**src/rtl/pc_unit.sv**
```systemverilog
// Program-counter unit: next-PC select, stall hold, run/halt FSM and a
// circular return-address stack feeding the instruction-memory address.
//
// Ports:
//   clk, rst          clock, asynchronous active-high reset
//   i_done            halt request (sticky until reset)
//   i_stall           hold PC this cycle
//   i_br_taken        branch taken, destination i_br_target
//   i_jump            unconditional jump to i_jump_target
//   i_call            jump to i_jump_target and push pc+INC
//   i_ret             pop RAS top into PC (i_ret_target when RAS empty)
//   o_pc              current instruction address
//   o_pc_valid        running and not stalled
//   o_halted          in HALT state
//   o_ras_empty       RAS holds no entries
//   o_ras_full        RAS holds RAS_DEPTH entries
//   o_misalign        sticky: a loaded target had nonzero bits [1:0]
module pc_unit #(
    parameter int unsigned XLEN      = 32,
    parameter logic [XLEN-1:0] RESET_VEC = '0,
    parameter int unsigned INC       = 4,
    parameter int unsigned RAS_DEPTH = 4
) (
    input  logic            clk,
    input  logic            rst,
    input  logic            i_done,
    input  logic            i_stall,
    input  logic            i_br_taken,
    input  logic [XLEN-1:0] i_br_target,
    input  logic            i_jump,
    input  logic            i_call,
    input  logic [XLEN-1:0] i_jump_target,
    input  logic            i_ret,
    input  logic [XLEN-1:0] i_ret_target,
    output logic [XLEN-1:0] o_pc,
    output logic            o_pc_valid,
    output logic            o_halted,
    output logic            o_ras_empty,
    output logic            o_ras_full,
    output logic            o_misalign
);

    localparam int PW = $clog2(RAS_DEPTH);
    localparam int CW = PW + 1;
    localparam logic [CW-1:0] C_FULL = CW'(RAS_DEPTH);

    typedef enum logic {
        S_RUN  = 1'b0,
        S_HALT = 1'b1
    } state_t;

    state_t          r_state;
    state_t          w_state_nxt;
    logic            w_adv;

    logic [XLEN-1:0] r_pc;
    logic            r_misalign;
    logic [XLEN-1:0] r_ras [RAS_DEPTH];
    logic [PW-1:0]   r_ptr;
    logic [CW-1:0]   r_cnt;

    logic [XLEN-1:0] w_pc_inc;
    logic [XLEN-1:0] w_top;
    logic [PW-1:0]   w_ptr_dec;
    logic [XLEN-1:0] w_raw;
    logic            w_load;
    logic            w_push;
    logic            w_pop;
    logic            w_ras_nonempty;

    // State register
    always_ff @(posedge clk or posedge rst) begin
        if (rst) begin
            r_state <= S_RUN;
        end else begin
            r_state <= w_state_nxt;
        end
    end

    // Next-state logic: HALT is only left through reset
    always_comb begin
        w_state_nxt = r_state;
        unique case (r_state)
            S_RUN:   if (i_done) w_state_nxt = S_HALT;
            S_HALT:  w_state_nxt = S_HALT;
            default: w_state_nxt = S_RUN;
        endcase
    end

    // FSM outputs
    always_comb begin
        o_halted   = (r_state == S_HALT);
        o_pc_valid = (r_state == S_RUN) && !i_stall && !rst;
        w_adv      = (r_state == S_RUN) && !i_done && !i_stall;
    end

    // Target selection; ret outranks call so a simultaneous call never pushes
    always_comb begin
        w_pc_inc       = r_pc + XLEN'(INC);
        w_ptr_dec      = r_ptr - PW'(1);
        w_top          = r_ras[w_ptr_dec];
        w_ras_nonempty = (r_cnt != '0);
        w_raw          = '0;
        w_load         = 1'b0;
        w_push         = 1'b0;
        w_pop          = 1'b0;
        if (w_adv) begin
            if (i_ret) begin
                w_load = 1'b1;
                w_pop  = w_ras_nonempty;
                w_raw  = w_ras_nonempty ? w_top : i_ret_target;
            end else if (i_call) begin
                w_load = 1'b1;
                w_push = 1'b1;
                w_raw  = i_jump_target;
            end else if (i_jump) begin
                w_load = 1'b1;
                w_raw  = i_jump_target;
            end else if (i_br_taken) begin
                w_load = 1'b1;
                w_raw  = i_br_target;
            end
        end
    end

    always_ff @(posedge clk or posedge rst) begin
        if (rst) begin
            r_pc       <= RESET_VEC;
            r_misalign <= 1'b0;
        end else if (w_adv) begin
            if (w_load) begin
                r_pc <= {w_raw[XLEN-1:2], 2'b00};
                if (w_raw[1:0] != 2'b00) r_misalign <= 1'b1;
            end else begin
                r_pc <= w_pc_inc;
            end
        end
    end

    // Pointer addresses the next free slot; a push when full overwrites
    // the oldest entry because the pointer simply wraps.
    always_ff @(posedge clk or posedge rst) begin
        if (rst) begin
            r_ptr <= '0;
            r_cnt <= '0;
        end else if (w_push) begin
            r_ptr <= r_ptr + PW'(1);
            if (r_cnt != C_FULL) r_cnt <= r_cnt + CW'(1);
        end else if (w_pop) begin
            r_ptr <= w_ptr_dec;
            r_cnt <= r_cnt - CW'(1);
        end
    end

    always_ff @(posedge clk) begin
        if (w_push) r_ras[r_ptr] <= w_pc_inc;
    end

    assign o_pc        = r_pc;
    assign o_misalign  = r_misalign;
    assign o_ras_empty = (r_cnt == '0);
    assign o_ras_full  = (r_cnt == C_FULL);

endmodule

```
**config.mk**
```make
export PLATFORM = sky130hd
export DESIGN_NAME = pc_unit
export DESIGN_NICKNAME = d
export VERILOG_FILES = /design/src/rtl/pc_unit.sv
export SDC_FILE = /design/constraint.sdc
export NUM_CORES = 1
export LEC_CHECK = 0
export BUFFER_PORTS_ARGS = -buffer_cell sky130_fd_sc_hd__buf_2
export CAP_MARGIN = 5
export CORE_MARGIN = 2
export CORE_UTILIZATION = 58
export CTS_BUF_LIST = sky130_fd_sc_hd__clkbuf_8
export DETAILED_ROUTE_END_ITERATION = 10
export PLACE_DENSITY_LB_ADDON = 0.2
export RECOVER_POWER = 50
export SYNTH_ARGS = -nofsm -noshare
export SYNTH_HDL_FRONTEND = slang
export SYNTH_SLANG_ARGS = --single-unit
```
**constraint.sdc**
```tcl
create_clock -name clk -period 3.7 [get_ports clk]
set_input_delay 0.74 -clock clk [delete_from_list [all_inputs] [get_ports clk]]
set_output_delay 0.74 -clock clk [all_outputs]
set_load 0.05 [all_outputs]
```
# == Word level (Yosys, flattened, before mapping) ==
# Memory sizes are Yosys's and may differ from the RTL's.
# Cells that the tools add are included.
# classes
n_mux,26
n_addsub,5
n_eq_ne,3
n_bitwise,1
reduce_logical,13
# ops
op,n
2-to-1 mux 32 bit,7
"adder 32 x 3 -> 32 bit, second input constant",1
2-to-1 mux 1 bit,13
2-to-1 mux 3 bit,3
logical AND 1 bit,4
2-to-1 mux 2 bit,2
nonzero test 2 bit,2
"adder 3 x 1 -> 3 bit, second input constant",1
"equality test 3 bit, second input constant",1
zero test 1 bit,3
zero test 3 bit,1
"inequality test 3 bit, second input constant",1
AND reduction 3 bit,1
nonzero test 3 bit,1
"subtractor 3 x 1 -> 3 bit, second input constant",1
"adder 2 x 1 -> 2 bit, second input constant",1
"inequality test 2 x 1 -> 1 bit, second input constant",1
case mux 1 bit (2 select lines),1
AND reduction 2 bit,1
"subtractor 2 x 1 -> 2 bit, second input constant",1
inverter 1 bit,1
# word_totals
output_inout_bits,37
mem_bits_rw,128
reg_bits,39
memories,1
word_cells,54
input_bits,104
# mem_list
memory,words,word_bits,rd,rd_ports_with_merged_regs,wr,line,source
r_ras,4,32,1,0,1,58,logic [XLEN-1:0] r_ras [RAS_DEPTH];

# == Depth between registers and ports, before layout ==
# Gate-level depths: netlist (run 1).
# logic_depth
depth_word,7
depth_mapped,10

# == Worst setup path before layout (run 1) ==
# OpenSTA, ideal clock, no wires.
# synth_timing
kind,flip-flop to flip-flop
startpoint,register r_ptr[0]
endpoint,register r_pc[21] (netlist: o_pc[21])
synth_period_minus_slack_ns,2.921
path_slack_ns,0.779
setup_time_ns,0.141
t_required_ns,3.559
t_arrival_ns,2.780
n_path_buf,4
path_stages_with_launch,10
path_cell_list,dfrtp_1 > buf_2 > buf_4 > inv_1 > ha_1 > clkbuf_1 > clkbuf_1 > mux4_2 > o21ai_0 > o311ai_2
# synth_via
elab_chain_len,6
# synth_lines
item,line,source
start: declaration,59,logic [PW-1:0] r_ptr;
start signal: assignment,147,r_ptr <= r_ptr + PW'(1);
start signal: assignment,150,r_ptr <= w_ptr_dec;
subtractor 2 x 1 -> 2 bit,100,w_ptr_dec = r_ptr - PW'(1);
memory (4 x 32 bit),n/a,
2-to-1 mux 32 bit,111,w_raw = w_ras_nonempty ? w_top : i_ret_target;
2-to-1 mux 32 bit,108,if (i_ret) begin
2-to-1 mux 32 bit,107,if (w_adv) begin
2-to-1 mux 32 bit,131,if (w_load) begin
end signal: assignment,132,"r_pc <= {w_raw[XLEN-1:2], 2'b00};"
end signal: assignment,135,r_pc <= w_pc_inc;
end: declaration,56,logic [XLEN-1:0] r_pc;
# No other way between the ends.
# A chain may end at the register's enable or synchronous reset.

# == Worst setup path in the final report (run 1) ==
# layout_timing
startpoint,register r_pc[20] (netlist: o_pc[20])
endpoint,register r_pc[29] (netlist: o_pc[29])
# layout_via
elab_chain_len,2
# layout_lines
item,line,source
adder 32 x 3 -> 32 bit,99,w_pc_inc = r_pc + XLEN'(INC);
2-to-1 mux 32 bit,131,
# No other way between the ends.

==> flow_summary.toml, run 1 <==
[place]
io_buffer_count = 138
place_area_sq_um = 8760
routabilityCongestion = 0.890
dp_hpwl_mm = 13.8

[clocking]
cts_tree = "yes"
clkTransAtPathRegs_ps = 80
ctsHoldBuffers = 0
cts_max_level = 4
root_buffer = "clkbuf_8"
clk_path_buf_depth = 2
cts_sinks = 157
cts_setup_buffers = 0
clk_latency_ps = 460
cts_resized = 0
numCtsBuffers = 17

[run_status]
status = "complete, but fails checks"
violations = "capacitance limit, slew limit"

[critical_path]
required_ps = 4040
critical_path_class = "flop to flop"
worstSetupEndpointType = "flop"
cp.arrival_ps = 3050
crit_fanout = 10
cp-start-kind = "flop"

[route]
wl_per_cell_microns = 21.3
routed_wl_mm = 20.7
drtIter0Drc = 502
drc = 0
drt_pass1_iterations = 7
routed_via_density = 6.31
via_count = 6126
ant_nets = 0

[floorplan]
die_h_microns = 121
initial_utilization = 0.596
fp.coreArea_sq_um = 13200
row_count = 42
io_pins = 141
die_x_microns = 121
die_area_sq_um = 14600

[grt]
grt_max_degree = 45
grt_pass1_vias = 6083
grt_pass1_wl_mm = 31.9
grt_use_total = 0.295
antenna_found_initial = 0
grt.overflow.total = 0

[final_layout]
nets = 892
mostFrequentLayoutCells = "120 x edfxtp_1, 104 x buf_2, 71 x nand2_1"
final_common_cell = "edfxtp_1"
syn2layout_area_growth_pct = 14.4
regArea_sq_um = 4530
n_fill_cell = 1016
final_area_sq_um = 9030
diodes = 0
multi_input_area_sq_um = 3110
layout-drive-gt1-share = 0.244

[sta]
finalCritPeriodShare = 0.733
maxSlewHeadroom = -0.452
hold_violations = 0
tightest_slew_ps = 2180
finalCriticalPeriod_ps = 2710
fmax_mhz = 369
grt_setup_unrepaired = "no"
timing.setup.tns_ps = 0
setup_violations = 0
drv_slew = 38
skew_ps = 11.6

[yosys]
ys_seq_area_frac = 0.574
async_flop_share = 0.236
ys_ff_latch = 157
synth_ff_type = "edfxtp_1"
synth_area_sq_um = 7900
avgSynthCellArea_sq_um = 12.1
synth_edf_count = 120
yosys_warnings = 0
netlist_instances = 653
synth.distinct_cells = 59

[flow_run]
drv_cap = 1

[power]
p_per_area_nw_per_um2 = 412
peakVddDrop_mv = 0.261
leakage_nw = 3.37

[hold_path]
hold_class = "flop to flop"
-- state kept, by name, indices dropped and copies added, names as in the netlist --
name	flops
o_misalign	1
o_halted	1
o_pc	30
r_ras	120
r_cnt	3
r_ptr	2
-- path summary, 6_finish.rpt --
check | end | startpoint | slack (ps) | cells after the start
max in group asynchronous | r_ptr[0] | rst | 1240 | 3
max reg2reg | o_pc[29] | o_pc[20] | 990 | 5
min | o_misalign | o_misalign | 500 | 1
min in group asynchronous | o_pc[21] | rst | 1070 | 3
min reg2reg | o_misalign | o_misalign | 500 | 1
max | o_pc[29] | o_pc[20] | 990 | 5
-- cells by family after synthesis --
family | Yosys count | synth area share
xor gates and xnor gates | 31 | 0.0344
DFF | 157 | 0.574
and+or+nand+nor | 217 | 0.138
adders and majority gates | 6 | 0.00951
muxes | 36 | 0.0933
other | 1 | 0.000475
AOI/OAI and AO/OA | 148 | 0.120
buffers and inverters | 57 | 0.0314
-- cell type report --
cell class                 count  share of cell area
clock buffer                  17              0.0259
clock inverter                15              0.0130
multi-input combinational    440               0.344
timing repair buffer         158              0.0880
inverter                       8             0.00332
tap                          176              0.0244
sequential                   157               0.502
-- critical path, stage by stage, from the launching register on --
cell and delay (ps):
dfrtp_1 610, nand4_4 120, nor4_1 880, nand4_1 360
nand3_1 180, or3b_2 440
-- synthesized netlist by cell type, types with 6 or more instances --
cell      instances  share of area
clkbuf_1         29          0.014
dfrtp_1          37           0.12
a211o_1           7         0.0078
edfxtp_1        120           0.46
mux4_2           30          0.086
nand2_1          71          0.034
and3_1           11         0.0087
nand3_1          33          0.021
o21ai_0          54          0.034
nand4_1           9         0.0071
a211oi_1          9         0.0086
o311ai_0         10          0.011
xnor2_1          24          0.027
nor2_1           37          0.018
ha_1              6         0.0095
o211ai_1          6         0.0057
xor2_1            7         0.0078
nor4_1           11         0.0087
buf_2            11         0.0070
and2_1            8         0.0063
a21oi_1          26          0.016
a31oi_1          12         0.0095
nor3_1           17          0.011
inv_1             7         0.0033
-- routing by layer --
layer / routed length (microns) / global-route usage / up-vias
li1: - / - / 2758
met1: 8180 / 0.385 / 2973
met2: 9870 / 0.474 / 350
met3: 2170 / 0.0778 / 45
met4: 457 / 0.118 / 0
met5: 0 / 0 / -
-- per-stage QoR --
stage                     hold slack, ps  power, mW   util  cells  setup slack (ps)
after floorplan                      597       2.44      -    654               779
after global placement               492       2.62  0.662    939              1050
after detailed placement             499       2.64  0.662    939               993
after CTS                            404       3.75  0.688    971              1010
after global routing                 532       3.85  0.682    971               819
final                                502       3.72  0.682    971               988
-- power by group --
part	internal, mW	switching [mW]
Clock	0.471	0.660
Combinational	0.177	0.358
Sequential	1.97	0.0892
Power figures use the tool's default switching activity.
==> run 2: changes to the inputs <==
Settings changed: CORE_UTILIZATION 58 to 53.
Clock period 3.7 ns to 2.4 ns, I/O delays scaled along.
==> run 2 against run 1 <==
  * The flow now finishes without violations
  * Register-to-register slack got worse by 830 ps
  * Worst hold slack got worse by 210 ps
  * Die area increased by 9.1%
  * Clock power increased by 72%
  * Non-clock buffer count increased by 29
  * Critical path type is now flop to output port
  * Largest cell class unchanged
  * Highest routed layer unchanged
==> flow_summary.toml, run 2 (synthesis gave the netlist of run 1 again) <==
[run_status]
status = "finished, final reports clean"

[critical_path]
worstSetupEndpointType = "output port"
cp.arrival_ps = 1820
required_ps = 1920
cp-start-kind = "flop"
critical_path_class = "flop to output port"
crit_fanout = 8

[sta]
grt_setup_unrepaired = "no"
drv_slew = 0
setup_ws_ps = 101
skew_ps = 10.2
setup_violations = 0
maxSlewHeadroom = 0.237
timing.setup.tns_ps = 0
hold_violations = 0
fmax_mhz = 435
finalCriticalPeriod_ps = 2300
tightest_slew_ps = 1140
holdWs_ps = 295
finalCritPeriodShare = 0.958

[grt]
grt_pass1_vias = 6275
grt_use_total = 0.280
grt.overflow.total = 0
grt.met3_usage = 0.0573
grt_max_degree = 44
use_met2 = 0.467
antenna_found_initial = 0
grt_use_met1 = 0.366
grt_busiest_layer = "met2"
grt_pass1_wl_mm = 33.8

[power]
p_per_area_nw_per_um2 = 636
power_frac_seq = 0.526
clock_power_share = 0.325
peakVddDrop_mv = 0.428
power.switching_mw = 1.69
leakage_nw = 3.60
swShare = 0.282
p_total_mw = 5.97
comb_power_share = 0.149
p_int_mw = 4.29

[final_layout]
n_fill_cell = 1177
largest_register_ffs = 120
final_common_cell = "edfxtp_1"
final_cells = 1008
mostFrequentLayoutCells = "120 x edfxtp_1, 103 x buf_2, 71 x nand2_1"
diodes = 0
regMostFlops = "r_ras"
nets = 921
layout-drive-gt1-share = 0.289
syn2layout_area_growth_pct = 19.0
final_area_sq_um = 9390
post-route-util = 0.646

[route]
routed_via_density = 6.24
drt_pass1_iterations = 5
routed_wl_mm = 22.0
wl_per_cell_microns = 21.8
ant_nets = 0
drtIter0Drc = 649
via_count = 6285
drc = 0

[floorplan]
initial_utilization = 0.543
row_count = 44
die_area_sq_um = 15900
io_pins = 141
die_x_microns = 126
fp.coreArea_sq_um = 14500
die_h_microns = 126

[clocking]
clkTransAtPathRegs_ps = 80
ctsHoldBuffers = 0
cts_sinks = 157
cts_tree = "yes"
clk_latency_ps = 460
cts_max_level = 4
clk_path_buf_depth = 2
cts_setup_buffers = 0
numCtsBuffers = 17
root_buffer = "clkbuf_8"

[hold_path]
hold_class = "input pin to flop"

[place]
pre_cts_ws_ps = 133
routabilityCongestion = 0.848
dp_hpwl_mm = 15.3
dp_cells = 976
io_buffer_count = 138
place_area_sq_um = 9060

[flow_run]
drv_cap = 0
[run 2: final timing paths]
| check | end | from | slack [ps] | cells after the start |
|---|---|---|---|---|
| min in group asynchronous | o_halted | rst | 390 | 3 |
| max in group asynchronous | o_pc[16] | rst | 1240 | 3 |
| max reg2reg | r_ras[0][21] | o_pc[14] | 160 | 4 |
| min | o_halted | i_done | 300 | 2 |
| max | o_ras_empty | r_cnt[1] | 100 | 3 |
| min reg2reg | o_misalign | o_misalign | 480 | 1 |
[run 2: power by group through the flow]
stage                     registers, mW  clock network (mW)  logic (mW)
after floorplan                    3.38                   0       0.388
after global placement             3.20                   0       0.881
after detailed placement           3.20                   0       0.904
after CTS                          3.14                1.96       0.908
after global routing               3.15                2.07       0.953
final                              3.14                1.94       0.890
[run 2: final cells by class]
class | count | area, sq um | share of cell area
clock buffer | 18 | 248 | 0.0264
clock inverter | 14 | 144 | 0.0153
inverter | 8 | 30.0 | 0.00320
multi-input combinational | 440 | 3150 | 0.335
sequential | 157 | 4530 | 0.483
tap | 184 | 230 | 0.0245
timing repair buffer | 187 | 1060 | 0.113
[run 2: worst max-delay path: stages (launching register included)]
cell and delay (ps):
dfrtp_1 470, or3_4 480, clkinv_1 190, buf_4 230
[run 2: routing by layer]
| metal | wire [microns] | up-vias |
|---|---|---|
| li1 | - | 2821 |
| met1 | 8900 | 3114 |
| met2 | 10800 | 302 |
| met3 | 1690 | 48 |
| met4 | 559 | 0 |
| met5 | 0 | - |
[run 2: what timing repair did]
action | CTS | global route
endpoints found under the setup margin | 1 | 4
endpoints found under the hold margin | 0 | 0
pin swaps | 0 | 0
gates resized for setup | 2 | 1
==> run 3: changes to the inputs <==
Settings changed: CORE_UTILIZATION 53 to 58.
Clock period 2.4 ns to 2.3 ns, I/O delays scaled along.
==> run 3 against run 2 <==
  * Global-route usage rose by 3.2 points
  * Setup slack worse by 50 ps
  * Clock skew increased by 3.5 ps
  * Via count shrank 0.40%
  * Register-to-register slack lost 110 ps
  * Wire length decreased by 1.6%
  * Die area decreased by 8.4%
  * Clock power grew 16%
  * Sequential cell count did not move
  * Sequential share of layout area is 0.062 points lower
  * Non-clock buffer count down 2
  * Critical path type is now flop to flop
  * Largest cell class unchanged
==> flow_summary.toml, run 3 (synthesis gave the netlist of run 1 again) <==
[clocking]
cts_sinks = 157
clkTransAtPathRegs_ps = 80
clk_path_buf_depth = 2
numCtsBuffers = 17
cts_tree = "yes"
clk_latency_ps = 470
root_buffer = "clkbuf_8"
cts_setup_buffers = 0
cts_max_level = 4

[hold_path]
hold_class = "input pin to flop"
min_path_cells = 2

[route]
via_count = 6260
ant_nets = 0
drc = 0
routed_via_density = 6.27
drtIter0Drc = 515
wl_per_cell_microns = 21.7
routed_wl_mm = 21.6
drt_pass1_iterations = 5

[sta]
tightest_slew_ps = 1060
skew_ps = 13.7
finalCriticalPeriod_ps = 2250
finalCritPeriodShare = 0.978
holdWs_ps = 252
maxSlewHeadroom = 0.296
hold_violations = 0
drv_slew = 0
timing.setup.tns_ps = 0
fmax_mhz = 445
setup_violations = 0

[grt]
grt_pass1_wl_mm = 33.6
grt_use_total = 0.313
grt_max_degree = 40
antenna_found_initial = 0
grt_pass1_vias = 6204
grt.overflow.total = 0

[place]
routabilityCongestion = 0.845
io_buffer_count = 138
dp_hpwl_mm = 14.8

[floorplan]
row_count = 42
fp.coreArea_sq_um = 13200
die_x_microns = 121
initial_utilization = 0.596
die_area_sq_um = 14600
io_pins = 141
die_h_microns = 121

[critical_path]
cp.arrival_ps = 2580
required_ps = 2630
max_stage_delay_ps = 440
cpMaxStageDelayCell = "dfrtp_1"
reg2reg_depth = 7
cp-start-kind = "flop"
crit_fanout = 10
worstSetupEndpointType = "flop"
crit_chain = "inv_1 -> ha_1 -> buf_4 -> mux4_2 -> and3_1 -> nor4_4 -> o2bb2ai_1"
critical_path_class = "flop to flop"

[power]
leakage_nw = 3.61
peakVddDrop_mv = 0.425
p_per_area_nw_per_um2 = 686

[final_layout]
regMostFlops = "r_ras"
mostFrequentLayoutCells = "120 x edfxtp_1, 105 x buf_2, 71 x nand2_1"
largest_register_ffs = 120
nets = 919
final_common_cell = "edfxtp_1"
syn2layout_area_growth_pct = 19.3
n_fill_cell = 950
layout-drive-gt1-share = 0.281
diodes = 0

[run_status]
status = "finished, final reports clean"

[flow_run]
drv_cap = 0
-- run 3: per-layer routing --
layer / up-vias / track usage / wire length, microns
met2: 377 / 0.513 / 10700
met3: 37 / 0.0741 / 2060
met5: - / 0 / 0
met4: 0 / 0.110 / 437
met1: 3024 / 0.411 / 8440
li1: 2822 / - / -
-- run 3: worst paths after layout --
path | start | endpoint | slack [ps]
max | r_ptr[1] | o_pc[23] | 50
min | i_done | o_halted | 250
max reg2reg | r_ptr[1] | o_pc[23] | 50
min reg2reg | o_misalign | o_misalign | 480
max in group asynchronous | rst | o_pc[16] | 1230
min in group asynchronous | rst | o_pc[29] | 330
-- run 3: what timing repair did --
item,4_1_cts,5_1_grt
resized for setup,4,1
hold buffers,0,0
hold endpoints to repair,0,0
endpoints found under the setup margin,2,1
-- run 3: final cells by class --
| cell class | instances | area, sq um | share of cell area |
|---|---|---|---|
| clock buffer | 18 | 248 | 0.0263 |
| tap | 176 | 220 | 0.0234 |
| multi-input combinational | 440 | 3150 | 0.334 |
| sequential | 157 | 4540 | 0.482 |
| inverter | 8 | 35.0 | 0.00372 |
| clock inverter | 14 | 188 | 0.0199 |
| timing repair buffer | 185 | 1040 | 0.110 |
-- run 3: worst max-delay path: cells and delay by family, from the launching register on --
| kind | cells | cell delay [ps] |
|---|---|---|
| AO/OA/AOI/OAI | 1 | 140 |
| adder cells (fa/ha/maj) | 1 | 310 |
| buffers and inverters | 2 | 320 |
| flip-flops | 1 | 440 |
| multiplexers | 1 | 350 |
| AND/OR/NAND/NOR | 2 | 550 |
-- run 3: stage by stage --
| step | total power, mW | area (sq um) | setup WS [ps] | utilization | instances |
|---|---|---|---|---|---|
| 2_1_floorplan | 3.94 | 7940 | -63.7 | - | 654 |
| 3_3_place_gp | 4.25 | 9070 | 3.81 | 0.685 | 966 |
| 3_5_place_dp | 4.28 | 9070 | -44.5 | 0.685 | 966 |
| 4_1_cts | 6.49 | 9520 | 44.8 | 0.719 | 998 |
| 5_1_grt | 6.67 | 9420 | -9.36 | 0.711 | 998 |
| 6_report | 6.46 | 9420 | 50.9 | 0.711 | 998 |
-- run 3: power breakdown --
group	leakage, nW	switching (mW)	total [mW]	internal, mW
logic	1.82	0.621	0.937	0.315
registers	1.55	0.101	3.27	3.17
clock network	0.235	0.967	2.26	1.29
